File: config.mk
export PLATFORM = sky130hd
export DESIGN_NAME = piso_tx
export DESIGN_NICKNAME = d
export VERILOG_FILES = /design/src/rtl/piso_tx.sv
export SDC_FILE = /design/constraint.sdc
export NUM_CORES = 1
export LEC_CHECK = 0
export CORE_AREA = 4 4 43 45
export CTS_CLUSTER_DIAMETER = 200
export CTS_CLUSTER_SIZE = 20
export DETAILED_ROUTE_END_ITERATION = 6
export DIE_AREA = 0 0 47 49
export PLACE_DENSITY = 0.71
export SETUP_SLACK_MARGIN = 0.15
export SLEW_MARGIN = 20
export SYNTH_ARGS = -nofsm -noshare
export SYNTH_HDL_FRONTEND = slang
export SYNTH_SLANG_ARGS = --single-unit
File: constraint.sdc
create_clock -name clk -period 2.55 [get_ports clk]
set_input_delay 0.51 -clock clk [delete_from_list [all_inputs] [get_ports clk]]
set_output_delay 0.51 -clock clk [all_outputs]
set_load 0.01 [all_outputs]
File: src/rtl/piso_tx.sv
// piso_tx: parallel-in serial-out transmitter, LSB first.
// A word is captured on an accepted load (load=1 while ready=1). One data bit
// is then driven per cycle, followed by a one-cycle done pulse back in IDLE.
// Optional feature: define PISO_TX_PARITY_EN to append one even-parity bit
// (PAR state) after the data bits. The port list is identical in both builds.
// Reset clr is asynchronous and active-high.
module piso_tx #(
    parameter int WIDTH = 8
) (
    input  logic             clk,
    input  logic             clr,
    input  logic [WIDTH-1:0] din,
    input  logic             load,
    output logic             ready,
    output logic             sout,
    output logic             busy,
    output logic             done
);

    // Counter only has to reach WIDTH-1, so it never wraps inside a frame.
    localparam int CW = (WIDTH > 1) ? $clog2(WIDTH) : 1;
    localparam logic [CW-1:0] LAST_BIT = CW'(WIDTH - 1);

    localparam logic [1:0] IDLE  = 2'd0;
    localparam logic [1:0] SHIFT = 2'd1;
`ifdef PISO_TX_PARITY_EN
    localparam logic [1:0] PAR   = 2'd2;
`endif

    logic [1:0]       state_reg;
    logic [WIDTH-1:0] shreg_reg;
    logic [CW-1:0]    cnt_reg;
    logic             sout_reg;
    logic             busy_reg;
    logic             done_reg;
`ifdef PISO_TX_PARITY_EN
    logic             par_reg;
`endif

    // ready is a pure decode of the state register so a load can be taken
    // in the very cycle the done pulse is shown.
    assign ready = (state_reg == IDLE);
    assign sout  = sout_reg;
    assign busy  = busy_reg;
    assign done  = done_reg;

`ifdef PISO_TX_PARITY_EN
    // Parity accumulator: latched once at accept so later din changes cannot
    // corrupt the trailing bit.
    always_ff @(posedge clk or posedge clr) begin
        if (clr) begin
            par_reg <= 1'b0;
        end else if (state_reg == IDLE && load) begin
            par_reg <= ^din;
        end
    end
`endif

    // Frame sequencer: state, shift register, bit counter and the registered
    // serial/status outputs all advance together.
    always_ff @(posedge clk or posedge clr) begin
        if (clr) begin
            state_reg <= IDLE;
            shreg_reg <= '0;
            cnt_reg   <= '0;
            sout_reg  <= 1'b0;
            busy_reg  <= 1'b0;
            done_reg  <= 1'b0;
        end else begin
            // done is a single-cycle pulse unless re-asserted below.
            done_reg <= 1'b0;
            case (state_reg)
                IDLE: begin
                    if (load) begin
                        // Bit 0 goes out on the accepting edge itself.
                        state_reg <= SHIFT;
                        sout_reg  <= din[0];
                        shreg_reg <= din >> 1;
                        cnt_reg   <= '0;
                        busy_reg  <= 1'b1;
                    end else begin
                        sout_reg  <= 1'b0;
                    end
                end
                SHIFT: begin
                    if (cnt_reg == LAST_BIT) begin
`ifdef PISO_TX_PARITY_EN
                        state_reg <= PAR;
                        sout_reg  <= par_reg;
`else
                        state_reg <= IDLE;
                        sout_reg  <= 1'b0;
                        busy_reg  <= 1'b0;
                        done_reg  <= 1'b1;
`endif
                    end else begin
                        cnt_reg   <= cnt_reg + CW'(1);
                        sout_reg  <= shreg_reg[0];
                        shreg_reg <= shreg_reg >> 1;
                    end
                end
`ifdef PISO_TX_PARITY_EN
                PAR: begin
                    state_reg <= IDLE;
                    sout_reg  <= 1'b0;
                    busy_reg  <= 1'b0;
                    done_reg  <= 1'b1;
                end
`endif
                default: begin
                    // Unreachable encodings fall back to a quiet IDLE.
                    state_reg <= IDLE;
                    sout_reg  <= 1'b0;
                    busy_reg  <= 1'b0;
                end
            endcase
        end
    end

endmodule

---- Word level (Yosys, flattened, before mapping) ----
Index checks and enable logic that the tools add are counted.
storage, ports and cells
  memory bits (writable) .................. 0
  memories kept ........................... 0
  latch bits .............................. 0
  word-level logic and storage cells ...... 33
  bits in read-only memories .............. 0
  register bits ........................... 16
  bits of input ports ..................... 11
cells by class
  add/sub/neg operators ................... 1
  shifts and indexed selects .............. 0
  div/mod/pow operators ................... 0
  bitwise gates (word level) .............. 0
  equality and inequality tests ........... 5
  multiplexer cells ....................... 17
  order comparisons ....................... 0
  reduce and logical (&&, ||, !) cells .... 4
  $mul .................................... 0
operators by type and width
  cell                                                                   number
  8-bit 2-to-1 mux                                                       2
  8-bit case mux with 2 select lines                                     1
  1-bit 2-to-1 mux                                                       6
  3-bit 2-to-1 mux                                                       2
  2-bit != test, second input constant                                   3
  3-bit case mux with 2 select lines                                     1
  2-bit 2-to-1 mux                                                       2
  1-bit case mux with 2 select lines                                     2
  2-bit case mux with 2 select lines                                     1
  3-bit by 1-bit adder with 3-bit output, second input constant          1
  3-bit equality test, second input constant                             1
  3-bit AND reduction                                                    1
  2-bit by 1-bit equality test with 1-bit output, second input constant  1
  2-bit zero test                                                        1
  2-bit AND reduction                                                    1
  2-bit nonzero test                                                     1

---- Longest topological paths before layout ----
Gate-level depths: netlist of run 1.
  word-level depth ........................ 3
  mapped depth ............................ 7
  gate-level depth less buffers ........... 5

---- Least setup slack after synthesis of run 1 ----
OpenSTA, ideal clock, no wires.
  path kind ............................... register -> register
  start point ............................. reg cnt_reg[0]
  end point ............................... reg shreg_reg[4]
  buffers on the path ..................... 2
  data required time ...................... 2424 ps
  setup slack ............................. 747 ps
  stages on the path, launching flop included .. 8
  arrival ................................. 1677 ps
  clock period less this slack ............ 1803 ps
  path through ............................ dfrtp_1 > ha_1 > ha_1 > buf_6 > and2_4 > or2_1 > buf_6 > a221o_1
between the ends
  longest elaborated chain between the ends .. 3
ends and longest elaborated chain
  element                        line  RTL
  start, declared                32    logic [CW-1:0] cnt_reg;
  start signal, assigned         97    cnt_reg <= cnt_reg + CW'(1);
  3-bit equality test            86    if (cnt_reg == LAST_BIT) begin
  2-bit != test (no line)        --
  3-bit AND reduction (no line)  --
  end signal, assigned           78    shreg_reg <= din >> 1;
  end signal, assigned           99    shreg_reg <= shreg_reg >> 1;
  end, declared                  31    logic [WIDTH-1:0] shreg_reg;
Every way passes these cells.
A chain may end at the register's enable or synchronous reset.

---- Worst setup path in the final report of run 1 ----
  start point ............................. reg state_reg[0]
  end point ............................... out ready
between the ends
  longest elaborated chain between the ends .. 1
ends and longest elaborated chain
  element                 line  RTL
  start, declared         30    logic [1:0] state_reg;
  start signal, assigned  63    state_reg <= IDLE;
  start signal, assigned  76    state_reg <= SHIFT;
  start signal, assigned  91    state_reg <= IDLE;
  2-bit zero test         42    assign ready = (state_reg == IDLE);
  end, declared           14    output logic ready,
Every way passes these cells.

==> results.ini, run 1 <==
[critical_path]
crit_chain = inv_1, clkdlybuf4s50_1
cpPeakStageDelay_ps = 570
critPathMaxFanout = 11
cp.required_ps = 2040
cp-end-kind = output port
crit_slowest_cell = clkdlybuf4s50_1
worstSetupPathType = flip-flop to output port
cpLargestDelayFamily = buffers and inverters
critPathLaunchType = flip-flop
critical_path_arrival_ps = 1560
crit_buf_inv = 2

[grt]
antenna_found_initial = 0
grt_pass1_wl_um = 1904
overflow = 0
grt_max_degree = 14
track_usage_pct = 11.63
grt_pass1_vias = 449

[routing]
ant_nets = 0
vias = 475
via_per_inst = 5.337
wl_um = 1161
drt_iter0_markers = 3
first_pass_iters = 4
wl_per_cell_um = 13.04
drc = 0

[timing]
fin_crit_ps = 2070
rsz0062_at_grt = no
period_share_pct = 81.20
hold_viol = 0
fmax_ghz = 0.4830
fin_ws_ps = 479.5
max_slew_margin_pct = 67.06
setup_viol = 0
fin_skew_ps = 4.145
drv_slew = 0
worstMarginPinSlew_ps = 493.6
setup_tns_ps = 0

[yosys]
synth_common_cells = dfrtp_1, inv_1, o22ai_1
async_reset_ff_share_pct = 100.0
synth_cell_types = 21
synth-edff-count = 0
syn_inst = 59
syn_nets = 73
yosysWarnings = 0
ys.flop_type = dfrtp_1
synth_area_per_cell_um2 = 10.73
ys_ff_latch = 13
yosysTopAreaCell = dfrtp_1
synthTopCellsByArea = dfrtp_1, ha_1, o22ai_1, buf_6, mux2i_1
syn_area_um2 = 633.1
synth_most_common_cell = dfrtp_1
yosysSeqAreaShare_pct = 51.38
yosysTopAreaCellShare_pct = 51.38

[placed_design]
place_congestion = 0.7855
port_buffers = 14
dpl_worst_slack_ps = 604.5
dp_hpwl_um = 814.4

[finish]
final_core_util_pct = 53.06
layout-drive-gt1-share_pct = 5.479
syn_to_final_growth_pct = 23.32
nets = 88
diodes = 0
largest_reg_flops = 7
filler_cell_count = 144

[die]
die-area_um2 = 2303
die_h_um = 49
io_pins = 15
core_area_um2 = 1471
row_count = 14
start_util_pct = 43.03
die_w_um = 47

[clock_tree]
post_cts_resized = 0
clock_sinks = 13
clkLatencyLatePin_ps = 280
postCtsHoldBufs = 0
cts_setup_buffers = 0
clkTransAtPathRegs_ps = 80
cts_inserted_buffers = 3
cts_tree = yes
clockBufferDepth = 2
htreeDepth = 1
clockRootBuffer = clkbuf_4

[pwr]
combPwrFrac_pct = 41.6
p_int_uw = 552.0
seqPwrFrac_pct = 43.8
power.switching_uw = 308.9
ir_worst_vdd_mv = 0.5847
sw_frac_of_total_pct = 35.89
powerDensity_nw_per_um2 = 1103
power_frac_clock_pct = 14.7
power.leakage_uw = 0.0003668

[job]
maxCapViolCount = 0

[worst_hold_path]
hold_path_class = flip-flop to flip-flop

[outcome]
status = completed

==> power by group through the flow <==
stage | Combinational [uW] | Clock, uW | Sequential, uW
floorplan | 287 | 0 | 357
global placement | 352 | 0 | 378
detailed placement | 357 | 0 | 378
CTS | 364 | 131 | 376
global route | 411 | 144 | 389
finish | 358 | 126 | 377
==> final cells by class <==
cell class              instances  area [um2]  area share (%)
clock buffers                   4       26.28           3.365
repair buffers                 14       140.1           17.95
multi-input cells              36       246.5           31.57
inverters                       6       22.52           2.885
well taps                      16       20.02           2.564
flip-flops and latches         13       325.3           41.67
==> metrics by stage <==
stage	power, uW	hold WS [ps]	area (um2)	cells
floorplan	644.5	387.0	633.1	59
global placement	729.7	495.1	754.5	85
detailed placement	734.9	490.6	754.5	85
CTS	871.4	521.0	780.7	89
global route	944.4	539.8	780.7	89
finish	860.9	517.5	780.7	89
==> metal layers <==
metal | vias up | GRT usage (%) | share of wire [%]
met5 | - | 0 | 0
met3 | 5 | 4.428 | 8.6
li1 | 233 | - | -
met1 | 221 | 15.10 | 47
met4 | 0 | 6.912 | 3.1
met2 | 16 | 15.84 | 41
==> layout by cell type (no fill, tap or decap), drive strengths merged, types with 3 or more instances in the layout <==
cell type	netlist	final
a21oi	5	5
clkdlybuf4s50	0	14
inv	6	6
dfrtp	13	13
nand2	4	4
clkbuf	0	4
mux2i	3	3
o22ai	6	6
ha	3	3
==> final timing paths <==
path,slack (ps),end,depth (start not counted),from
max,480,ready,2,state_reg[0]
max in group asynchronous,1660,shreg_reg[2],2,clr
min reg2reg,520,shreg_reg[6],1,shreg_reg[6]
min,520,shreg_reg[6],1,shreg_reg[6]
max reg2reg,690,shreg_reg[4],5,cnt_reg[0]
min in group asynchronous,550,shreg_reg[0],2,clr
==> logic make-up after synthesis <==
logic type,Yosys count,share of synthesized area [%]
flops,13,51.38
fa+ha+maj,3,5.929
simple gates,12,9.883
mux,3,4.743
xor+xnor,1,1.384
compound gates,17,17.00
buf+inv,10,9.682
Note: power is estimated with default switching activity, not from simulation.
==> inputs of run 2 (changes only) <==
- CORE_AREA: 4 4 43 45 -> 4 4 44 46
- DIE_AREA: 0 0 47 49 -> 0 0 48 50
- clock period: 2.55 -> 1.7 ns (I/O delays scaled with it)
==> run 2 against run 1 <==
Via count is 6.7% higher. Clock power is 56% higher. Clock-buffer cell count stayed put. Clock skew is 1.6 ps lower. Critical endpoint is now shreg_reg[4]. Highest routed layer unchanged.
==> results.ini, run 2 (synthesis gave the netlist of run 1 again) <==
[die]
start_util_pct = 42.03
row_count = 14
die-area_um2 = 2400
core_area_um2 = 1506
die_w_um = 48
die_h_um = 50
io_pins = 15

[pwr]
ir_worst_vdd_mv = 0.7395
powerDensity_nw_per_um2 = 1667
combPwrFrac_pct = 47.7
seqPwrFrac_pct = 38.5
sw_frac_of_total_pct = 35.80
power_frac_clock_pct = 13.7
power.leakage_uw = 0.0004196
power.switching_uw = 514.5
p_int_uw = 922.5

[timing]
worstMarginPinSlew_ps = 505.0
fmax_ghz = 0.6490
period_share_pct = 90.63
fin_crit_ps = 1541
max_slew_margin_pct = 66.29
setup_viol = 0
hold_viol = 0
drv_slew = 0
rsz0062_at_grt = yes
fin_skew_ps = 2.505

[finish]
largest_reg_flops = 7
mostFrequentLayoutCells = dfrtp_1, clkdlybuf4s50_1, buf_4
syn_to_final_growth_pct = 36.17
nets = 95
final_common_cell = dfrtp_1
final_cells = 96
final_cell_area_um2 = 862.1
final_core_util_pct = 57.23
diodes = 0
layout-drive-gt1-share_pct = 18.75

[grt]
track_usage_pct = 12.45
grt_pass1_vias = 477
antenna_found_initial = 0
grt_max_degree = 14
grt_pass1_wl_um = 2021
overflow = 0

[critical_path]
cpPeakStageDelay_ps = 420
crit_chain = ha_4, ha_4, and2_4, or2_4, a221o_1
cp.required_ps = 1870
cp-end-kind = flip-flop
critical_path_arrival_ps = 1710
r2r-start = cnt_reg[0]
worstSetupStartpoint = cnt_reg[0]
crit_slowest_cell = dfrtp_1
critPathLaunchType = flip-flop
worstSetupPathType = flip-flop to flip-flop
critPathMaxFanout = 3
crit_top_cell = ha_4

[clock_tree]
htreeDepth = 1
clockBufferDepth = 2
cts_inserted_buffers = 3
clkLatencyLatePin_ps = 280
clock_sinks = 13
clockRootBuffer = clkbuf_4
cts_tree = yes
postCtsHoldBufs = 0
clkTransAtPathRegs_ps = 80

[outcome]
status = completed

[routing]
first_pass_iters = 3
vias = 507
ant_nets = 0
drt_iter0_markers = 14
wl_per_cell_um = 13.92
drc = 0
wl_um = 1336
via_per_inst = 5.281

[job]
maxCapViolCount = 0

[placed_design]
port_buffers = 14
dp_hpwl_um = 936
place_congestion = 0.7200
placedCellCount = 89
placed_area_um2 = 799.5

[worst_hold_path]
hold_path_class = primary input to async pin

[run 2: timing repair]
action | in CTS | in global routing
setup buffers | 3 | 0
gates resized for setup | 4 | 2
pin swaps | 0 | 0
endpoints found under the setup margin | 6 | 2
[run 2: worst paths after layout]
path / endpoint / slack [ps] / cells past startpoint
max in group asynchronous: state_reg[0] / 960 / 2
setup / recovery: shreg_reg[4] / 160 / 5
hold / removal: sout / 380 / 2
setup reg to reg: shreg_reg[4] / 160 / 5
min in group clk: shreg_reg[1] / 520 / 2
hold reg to reg: shreg_reg[1] / 520 / 2
[run 2: cell type report]
| class | count | area, um2 |
|---|---|---|
| Fill cell | 135 | 644.4 |
| Sequential cell | 13 | 326.6 |
| Multi-Input combinational cell | 36 | 274.0 |
| Timing Repair Buffer | 21 | 192.7 |
| Clock buffer | 4 | 26.28 |
| Inverter | 6 | 22.52 |
| Tap cell | 16 | 20.02 |
[run 2: power by group through the flow]
stage / sequential, uW / clock, uW / combinational (uW)
final: 554 / 197 / 686
after global routing: 563 / 213 / 757
after CTS: 541 / 200 / 679
after detailed placement: 562 / 0 / 626
after global placement: 561 / 0 / 618
after floorplan: 541 / 0 / 447
[run 2: metal layers]
layer | track usage (%) | part of all wire, % | up-vias | wire (um)
met2 | 16.74 | 40 | 17 | 534
met5 | 0 | 0 | - | 0
met3 | 4.000 | 8.8 | 5 | 118
li1 | - | - | 246 | -
met1 | 15.74 | 48 | 239 | 642
met4 | 9.417 | 3.1 | 0 | 42
[run 2: critical path, delay by kind of cell (launching register included)]
kind                     cells  cell delay [ps]
AO/OA/AOI/OAI                1              290
AND/OR/NAND/NOR              2              370
flip-flops                   1              420
adder cells (fa/ha/maj)      2              350
[run 2: stage by stage]
| stage | hold WS [ps] | setup TNS (ps) | setup WS, ps | power (uW) |
|---|---|---|---|---|
| after floorplan | 217.0 | -11.30 | -11.30 | 987.4 |
| after detailed placement | 496.3 | 0 | 108.2 | 1188 |
| final | 377.3 | 0 | 159.2 | 1437 |
| after global routing | 445.5 | 0 | 146.1 | 1533 |
| after global placement | 504.4 | 0 | 138.4 | 1178 |
| after CTS | 395.4 | 0 | 162.7 | 1420 |
